--- config.mk ---
export PLATFORM = sky130hd
export DESIGN_NAME = reversible_adder_uncompute
export DESIGN_NICKNAME = d
export VERILOG_FILES = /design/src/rtl/rev_adder_pkg.sv /design/src/rtl/reversible_full_adder_inv.sv /design/src/rtl/reversible_adder_uncompute.sv
export SDC_FILE = /design/constraint.sdc
export NUM_CORES = 1
export LEC_CHECK = 0
export ABC_AREA = 1
export CORE_MARGIN = 2
export CORE_UTILIZATION = 53
export DETAILED_ROUTE_END_ITERATION = 10
export GPL_TIMING_DRIVEN = 0
export PLACE_DENSITY = 0.94
export SETUP_SLACK_MARGIN = 0.1
export SKIP_CTS_REPAIR_TIMING = 1
export SLEW_MARGIN = 10
export SYNTH_ARGS = -nofsm -noshare
export SYNTH_HDL_FRONTEND = slang
export SYNTH_HIERARCHICAL = 1
export SYNTH_SLANG_ARGS = --single-unit
--- constraint.sdc ---
create_clock -name clk -period 2.8 [get_ports clk]
set_clock_uncertainty 0.15 [all_clocks]
set_input_delay 0.56 -clock clk [delete_from_list [all_inputs] [get_ports clk]]
set_output_delay 0.56 -clock clk [all_outputs]
set_load 0.01 [all_outputs]
--- src/rtl/rev_adder_pkg.sv ---
// Shared types for the Peres-gate adder uncompute engine: FSM states,
// index-width helper and the per-stage inverse result.
package rev_adder_pkg;

  typedef enum logic [1:0] {
    IDLE = 2'd0,
    RUN  = 2'd1,
    DONE = 2'd2
  } state_e;

  typedef struct packed {
    logic b;
    logic cin;
    logic anc;
  } stage_res_t;

  // Bits needed to index WIDTH lines; never narrower than one bit.
  function automatic int unsigned clog2(input int unsigned n);
    int unsigned r;
    r = 0;
    while ((32'd1 << r) < n) r++;
    return (r < 1) ? 1 : r;
  endfunction

endpackage

--- src/rtl/reversible_full_adder_inv.sv ---
// Combinational inverse of one Peres-gate adder stage: (a, p, s, c) -> (b, cin, anc).
// The ancilla is only computed when REV_ADDER_ANC_CHECK_EN is defined.
module reversible_full_adder_inv
  import rev_adder_pkg::*;
(
  input  logic       a,
  input  logic       p,
  input  logic       s,
  input  logic       c,
  output stage_res_t res
);

  logic cin_k;
  logic b_k;

  always_comb begin
    cin_k   = p ^ s;
    b_k     = a ^ p;
    res     = '0;
    res.b   = b_k;
    res.cin = cin_k;
`ifdef REV_ADDER_ANC_CHECK_EN
    // Undo the carry Peres gate, then the generate Peres gate; a clean line is 0.
    res.anc = (c ^ (p & cin_k)) ^ (a & b_k);
`else
    res.anc = 1'b0;
`endif
  end

endmodule

--- src/rtl/reversible_adder_uncompute.sv ---
// Bit-serial, MSB-first uncompute of a reversible ripple adder; recovers b and cin.
// anc_err is live only when REV_ADDER_ANC_CHECK_EN is defined, otherwise held 0.
module reversible_adder_uncompute
  import rev_adder_pkg::*;
#(
  parameter int unsigned WIDTH = 8
) (
  input  logic             clk,
  input  logic             rst_n,
  input  logic             in_valid,
  output logic             in_ready,
  input  logic [WIDTH-1:0] in_a,
  input  logic [WIDTH-1:0] in_p,
  input  logic [WIDTH-1:0] in_s,
  input  logic             in_cout,
  output logic             out_valid,
  input  logic             out_ready,
  output logic [WIDTH-1:0] out_a,
  output logic [WIDTH-1:0] out_b,
  output logic             out_cin,
  output logic [WIDTH-1:0] anc_err,
  output logic             busy
);

  localparam int unsigned IW = clog2(WIDTH);

  state_e           state_q, state_d;
  logic [WIDTH-1:0] a_q, a_d;
  logic [WIDTH-1:0] p_q, p_d;
  logic [WIDTH-1:0] s_q, s_d;
  logic [WIDTH-1:0] b_q, b_d;
  logic [WIDTH-1:0] anc_q, anc_d;
  logic             c_q, c_d;
  logic             cin_q, cin_d;
  logic [IW-1:0]    k_q, k_d;
  stage_res_t       res;

  reversible_full_adder_inv u_stage (
    .a   (a_q[k_q]),
    .p   (p_q[k_q]),
    .s   (s_q[k_q]),
    .c   (c_q),
    .res (res)
  );

  always_comb begin
    state_d = state_q;
    a_d     = a_q;
    p_d     = p_q;
    s_d     = s_q;
    b_d     = b_q;
    anc_d   = anc_q;
    c_d     = c_q;
    cin_d   = cin_q;
    k_d     = k_q;
    case (state_q)
      IDLE: begin
        if (in_valid) begin
          a_d     = in_a;
          p_d     = in_p;
          s_d     = in_s;
          c_d     = in_cout;
          b_d     = '0;
          anc_d   = '0;
          k_d     = IW'(WIDTH - 1);
          state_d = RUN;
        end
      end
      RUN: begin
        b_d[k_q]   = res.b;
        anc_d[k_q] = res.anc;
        c_d        = res.cin;
        if (k_q == '0) begin
          cin_d   = res.cin;
          state_d = DONE;
        end else begin
          k_d = k_q - 1'b1;
        end
      end
      DONE: begin
        if (out_ready) state_d = IDLE;
      end
      default: state_d = IDLE;
    endcase
  end

  always_ff @(posedge clk or negedge rst_n) begin
    if (!rst_n) begin
      state_q <= IDLE;
      a_q     <= '0;
      p_q     <= '0;
      s_q     <= '0;
      b_q     <= '0;
      anc_q   <= '0;
      c_q     <= 1'b0;
      cin_q   <= 1'b0;
      k_q     <= '0;
    end else begin
      state_q <= state_d;
      a_q     <= a_d;
      p_q     <= p_d;
      s_q     <= s_d;
      b_q     <= b_d;
      anc_q   <= anc_d;
      c_q     <= c_d;
      cin_q   <= cin_d;
      k_q     <= k_d;
    end
  end

  assign in_ready  = (state_q == IDLE);
  assign out_valid = (state_q == DONE);
  assign busy      = (state_q != IDLE);
  assign out_a     = a_q;
  assign out_b     = b_q;
  assign out_cin   = cin_q;
  assign anc_err   = anc_q;

endmodule

* Word level (Yosys, flattened, before mapping) *
Index checks and enable logic that the tools add are counted.

storage, ports and cells
  word-level logic and storage cells = 50
  output and inout bits = 28
  input bits = 29
  bits in registers = 46

operators by class
  eq/ne operators = 6
  $add $sub $neg = 1
  bitwise gates (word level) = 4
  reductions and logical operators = 10
  order comparisons = 2
  muxes and demuxes = 19

operators by type and width
  kind                   number
  $pmux W8 S2            2
  $bmux W1 S3            3
  $and A8 B8 Y8          1
  $bwmux W8              1
  $mux W8                1
  $not A8 Y8             1
  $mux W2                3
  $mux W3                2
  $ne A2 B2 Y1 const B   3
  $pmux W2 S3            1
  $pmux W3 S2            1
  $reduce_and A2 Y1      3
  $reduce_and A3 Y1      2
  $lt A3 B4 Y1 const B   1
  $mux W1                4
  $reduce_bool A2 Y1     2
  $demux W1 S3           1
  $ge A3 B1 Y1 const B   1
  $logic_not A3 Y1       1
  $sub A3 B1 Y3 const B  1
  $eq A2 B1 Y1 const B   1
  $eq A2 B2 Y1 const B   1
  $logic_not A2 Y1       1
  $ne A2 B1 Y1 const B   1
  2 further kinds        3

* Longest topological paths before layout *
Gate-level depths: netlist of the first run.

  depth after elaboration = 7
  mapped depth = 16
  mapped depth without buffers = 14

* Cells and area by module *
Netlist of the first run, hierarchy kept.

by module, submodules not included
  module                      area an instance (µm²)  cells an instance  instances  sequential area each (µm²)
  reversible_adder_uncompute  2262.2                  301                1          1176.1
  reversible_full_adder_inv   60.1                    13                 1          0.0

* Worst setup path before layout of the first run *
OpenSTA, ideal clock, no wires.

  path type = flip-flop to flip-flop
  start = reg k_q[0]
  end = reg b_q[0] (netlist: out_b[0])
  required time = 2.585 ns
  path slack = 0.919 ns
  period minus slack after synthesis = 1.881 ns
  setup time = 0.065 ns
  buffers on the path = 3
  arrival = 1.666 ns
  cell stages (with the launch flop) = 17
  cell sequence = dfrtp_1 > buf_4 > buf_4 > nand2_1 > nand2_1 > nand2_1 > nand2_1 > nand2_1 > nand2_1 > inv_1 > nand2_1 > nand2_1 > buf_4 > inv_1 > nor2_1 > nand2_1 > nand2_1

on the way
  elaborated cells between the ends (all ways) = 12
  those cells by class = order compare (2); mux (8); bitwise (1); reduce/logical (1)

RTL lines
  item                            RTL line                                                            RTL
  start, declared                 reversible_adder_uncompute.sv:35                                    logic [IW-1:0] k_q, k_d;
  start signal, assigned          reversible_adder_uncompute.sv:107                                   k_q <= k_d;
  $bmux W1 S3 (on tied branches)  reversible_adder_uncompute.sv:39, reversible_adder_uncompute.sv:40
  $mux W1 (on tied branches)      reversible_adder_uncompute.sv:39, reversible_adder_uncompute.sv:40
  $xor A1 B1 Y1 *                 reversible_full_adder_inv.sv:18                                     b_k = a ^ p;
  via u_stage.b_k                 reversible_full_adder_inv.sv:14                                     logic b_k;
  $bwmux W8 *                     reversible_adder_uncompute.sv:70                                    b_d[k_q] = res.b;
  $pmux W8 S2 *                   reversible_adder_uncompute.sv:56                                    case (state_q)
  end signal, assigned            reversible_adder_uncompute.sv:93                                    b_q <= '0;
  end signal, assigned            reversible_adder_uncompute.sv:103                                   b_q <= b_d;
  end, declared                   reversible_adder_uncompute.sv:31                                    logic [WIDTH-1:0] b_q, b_d;

Mark *: on every way through the listed nets, which the timed path passes. The rest lies on a longest branch. The select of a mux whose other input is x is not followed.
A chain may end at the register's enable or synchronous reset.

* Final worst setup path of the first run *
  start = reg k_q[0]
  end = reg b_q[6] (netlist: out_b[6])

Same word-level chain as after synthesis.

==> results of run 1 <==
==> where the power goes <==
group,leakage (nW),internal [W],switching [W]
logic,0.985,0.000789,0.00101
registers,0.585,0.000950,0.000187
clock network,0.0524,0.000267,0.000217
==> how the worst max path moves through the flow <==
stage               startpoint        to  slack, ns  depth (start not counted)
detailed placement      k_q[0]  out_b[1]       0.50                         15
global placement         rst_n  out_a[1]      -0.11                          1
floorplan               k_q[0]  out_b[0]       0.92                         16
CTS                     k_q[0]  out_b[1]       0.50                         15
finish                  k_q[0]  out_b[6]       0.47                         15
global route            k_q[0]  out_b[6]       0.24                         15
==> area by class of cell <==
cell class / instances / area (µm²) / share of cell area (%)
buffer: 15 / 123 / 4.07
clock buffer: 7 / 76.3 / 2.53
clock inverter: 1 / 30.0 / 0.996
inverter: 16 / 60.1 / 1.99
multi-input combinational: 232 / 946 / 31.4
sequential: 46 / 1150 / 38.2
tap: 50 / 62.6 / 2.08
timing repair buffer: 56 / 566 / 18.8
==> worst max-delay path: cells and delay by family (launching register included) <==
kind,cells,cell delay (ns)
buffers and inverters,4,0.58
flip-flops,1,0.38
AND/OR/NAND/NOR,11,1.16
==> state kept, by name, indices dropped and copies added (netlist names) <==
signal,cells
out_cin,1
out_a,8
state_q,2
k_q,3
s_q,8
out_b,8
anc_err,8
p_q,8
==> layer usage <==
layer,global-route usage [%],vias to the layer above
li1,-,1061
met1,28.5,1001
met2,40.4,57
met3,4.36,6
met4,8.71,0
met5,0,-
==> stage by stage <==
step                util [%]  worst slack, ns  cells  power (W)
floorplan                  -            0.919    309    0.00227
global placement        71.3           -0.114    414    0.00285
detailed placement      71.7            0.504    415    0.00293
CTS                     74.3            0.502    423    0.00342
global route            74.3            0.245    423    0.00369
finish                  74.3            0.474    423    0.00342
==> impl_metrics.yaml, run 1 <==
synth:
  syn_avg_cell_area_um2: 7.38
  synthCells: 309
  synth_area_um2: 2280
  syn-num-nets: 340
  yosys_warnings: 6
detailed_routing:
  dr_wl_met2_um: 2670
  vias: 2125
  wl_um: 5200
  wl_met3_um: 253
  wl_met1_um: 2220
  dr.pass1.iters: 4
  routed_via_density: 5.02
  drc: 0
  drt_iter0_markers: 90
  ant_nets: 0
  avgRoutedWirePerCell_um: 12.3
  routed.top_layer: "met4"
place:
  io_buffers: 55
  hpwl_um: 3790
  gp_congestion: 0.920
  place_area_um2: 2910
grt:
  antenna_found_initial: 0
  overflow: 0
  grt_pass1_wl_um: 8960
  grt_max_degree: 27
  first_global_vias: 2071
  grtUsageTotal_pct: 23.2
pwr:
  powerDensity_nw_per_um2: 1130
  peakVddDrop_mv: 0.497
  power.static_leakage_nw: 1.62
cells_and_area:
  final_layout_size_suffix_gt1_share_pct: 7.77
  antenna_cells: 0
  mostFrequentLayoutCell: "nand2_1"
  fillCellCount: 303
  syn2layout_area_growth_pct: 32.2
  final_cell_mix: "180 x nand2_1, 54 x clkdlybuf4s50_1, 46 x dfrtp_1"
  nNetsFinal: 403
  stdcell_area_um2: 3010
setup_path:
  crit_fanout: 11
  required_ns: 2.89
  path_cells: "inv_1 > buf_2 > nand2_1 > nand2_1 > nand2_1 > nand2_1 > nand2_1 > nand2_1 > nand2_1 > nand2_1 > buf_4 > inv_1 > nor2_1 > nand2_1 > nand2_1"
  endpoint_kind: "flop"
  reg2reg_from: "k_q[0]"
  crit_top_cell: "nand2_1"
  reg2reg_slack_ns: 0.47
  crit_arrival_ns: 2.42
  critical_path_class: "reg2reg"
  cpPeakStageDelay_ns: 0.41
  worst-r2r-cell-count: 15
  r2r-end: "out_b[6]"
  start_kind: "flop"
  cp_slowest_cell: "nor2_1"
clock_tree:
  clk_pin_slew_ns: 0.08
  cts_made_buffers: 5
  clock_sinks: 46
  clockBufferDepth: 2
  root_buffer: "clkbuf_8"
  htree_levels: 2
  clock_latency_ns: 0.30
  tritoncts: "done"
sta:
  hold_viol: 0
  slew_headroom_pct: 64.0
  rsz0062_at_grt: "false"
  clock.fmax_mhz: 430
  slew_violations: 0
  tightest_slew_ns: 0.538
  fin_crit_ns: 2.33
  final.setup.tns_ns: 0
  fin_crit_sh_pct: 83.1
  holdWs_ns: 0.0507
  setup_viol: 0
die:
  io_pins: 57
  die_h_um: 69.6
  core_area_um2: 4060
  die-area_um2: 4840
  die_x_um: 69.6
  start_util_pct: 56.2
  rows: 23
run_status:
  status: "complete, no violations"
min_path:
  worstHoldPathType: "in2async"
run:
  max_cap_violations: 0
(Power assumes the default switching activity.)
==> run 2, diff against run 1 <==
- CORE_UTILIZATION: 53 -> 44
- PLACE_DENSITY: 0.94 -> 0.84
- clock period: 2.8 -> 2.1 ns (I/O delays scaled with it)
==> impl_metrics.yaml, run 2 (synthesized netlist as in run 1, its figures left out) <==
setup_path:
  reg2reg_slack_ns: 0.23
  crit_arrival_ns: 1.95
  crit_fanout: 8
  crit_top_cell: "nand2_1"
  start_kind: "flop"
  cpPeakStageDelay_ns: 0.42
  cp_slowest_cell: "dfrtp_1"
  crit_family: "simple AND/OR/NAND/NOR gates"
  worst-r2r-cell-count: 16
  worst-path-buf-inv: 5
  required_ns: 2.19
  path_depth: 16
  critical_path_class: "reg2reg"
  endpoint_kind: "flop"
  path_cells: "buf_6 > buf_12 > nand2_1 > nand2_1 > nand2_1 > nand2_1 > nand2_1 > nand2_2 > inv_2 > nand2_2 > nand2_1 > buf_4 > inv_2 > nor2_4 > nand2_1 > nand2_1"
place:
  place_area_um2: 2930
  gp_congestion: 0.873
  placed_cells: 435
  dp_slack_ns: -0.172
  hpwl_um: 3790
  io_buffers: 55
sta:
  clock.fmax_mhz: 536
  setup_viol: 0
  tightest_slew_ns: 0.527
  final.setup.worst_slack_ns: 0.233
  final.setup.tns_ns: 0
  fin_crit_ns: 1.87
  slew_violations: 0
  slew_headroom_pct: 64.7
  rsz0062_at_grt: "true"
  hold_viol: 0
  fin_crit_sh_pct: 88.9
detailed_routing:
  vias: 2124
  ant_nets: 0
  avgRoutedWirePerCell_um: 11.7
  wl_um: 5290
  drc: 0
  drt_iter0_markers: 78
  dr.pass1.iters: 4
  routed_via_density: 4.71
clock_tree:
  root_buffer: "clkbuf_8"
  htree_levels: 2
  clock_sinks: 46
  cts_made_buffers: 5
  clk_pin_slew_ns: 0.08
  tritoncts: "done"
  clock_latency_ns: 0.30
  clockBufferDepth: 2
cells_and_area:
  final_layout_size_suffix_gt1_share_pct: 12.1
  stdcell_area_um2: 3140
  nNetsFinal: 412
  mostFrequentLayoutCell: "nand2_1"
  final_cell_mix: "175 x nand2_1, 51 x clkdlybuf4s50_1, 46 x dfrtp_1"
  finish.utilization_pct: 62.4
  syn2layout_area_growth_pct: 37.9
  antenna_cells: 0
  fin_cells: 451
grt:
  overflow: 0
  grt_use_met1_pct: 21.0
  grt_max_degree: 27
  grtUsageMet3_pct: 4.86
  first_global_vias: 2082
  top_usage_layer: "met2"
  grtUsageTotal_pct: 18.4
  antenna_found_initial: 0
  grtUsageMet2_pct: 32.4
  grt_pass1_wl_um: 8630
pwr:
  power.static_leakage_nw: 1.70
  powerDensity_nw_per_um2: 1500
  peakVddDrop_mv: 0.577
die:
  rows: 26
  io_pins: 57
  die_x_um: 76.0
  core_area_um2: 5040
  die-area_um2: 5770
  die_h_um: 76.0
  start_util_pct: 45.2
min_path:
  worstHoldPathType: "reg2reg"
  hold_depth: 2
run_status:
  status: "complete, no violations"
run:
  max_cap_violations: 0
-- run 2: changes by cell type in the layout (fill, tap and decap cells not counted), moves of 2 or more --
cell	before	now
buf_4	9	14
nand2_1	180	175
nand2_2	1	6
inv_1	13	9
clkdlybuf4s50_1	54	51
dlymetal6s2s_1	0	3
inv_2	3	6
buf_6	4	6
nor2_4	0	2
-- run 2: final timing paths --
path,from,end
hold reg to reg,out_b[5],out_b[5]
setup reg to reg,k_q[0],out_b[2]
setup / recovery,k_q[0],out_b[2]
min in group asynchronous,rst_n,out_a[5]
hold / removal,out_b[5],out_b[5]
max in group asynchronous,rst_n,k_q[1]
-- run 2: power breakdown --
| part | total, W | leakage (nW) | internal, W | switching (W) |
|---|---|---|---|---|
| Clock | 0.000503 | 0.0383 | 0.000229 | 0.000273 |
| Sequential | 0.00152 | 0.585 | 0.00127 | 0.000254 |
| Combinational | 0.00268 | 1.08 | 0.00124 | 0.00144 |
-- run 2: tightest hold or removal path, cell delays in order (launching register included) --
cell	delay (ns)
dfrtp_1	0.35
nand2_1	0.05
nand2_1	0.04
-- run 2: metal layers --
metal,part of all wire (%),vias up
met5,0,-
met4,1.8,0
met3,5.4,10
met2,51,66
met1,41,969
li1,-,1079
-- run 2: through the flow --
step / power [W] / hold WS [ns]
floorplan: 0.00303 / -0.0256
global placement: 0.00382 / 0.310
detailed placement: 0.00390 / 0.250
CTS: 0.00441 / -0.0830
global route: 0.00510 / 0.362
finish: 0.00470 / 0.327
-- run 2: cell type report --
cell class	count	area (µm²)
Sequential cell	46	1150
Buffer	15	140
Inverter	16	62.6
Clock buffer	7	76.3
Tap cell	70	87.6
Fill cell	437	1900
Timing Repair Buffer	65	656
Multi-Input combinational cell	232	971
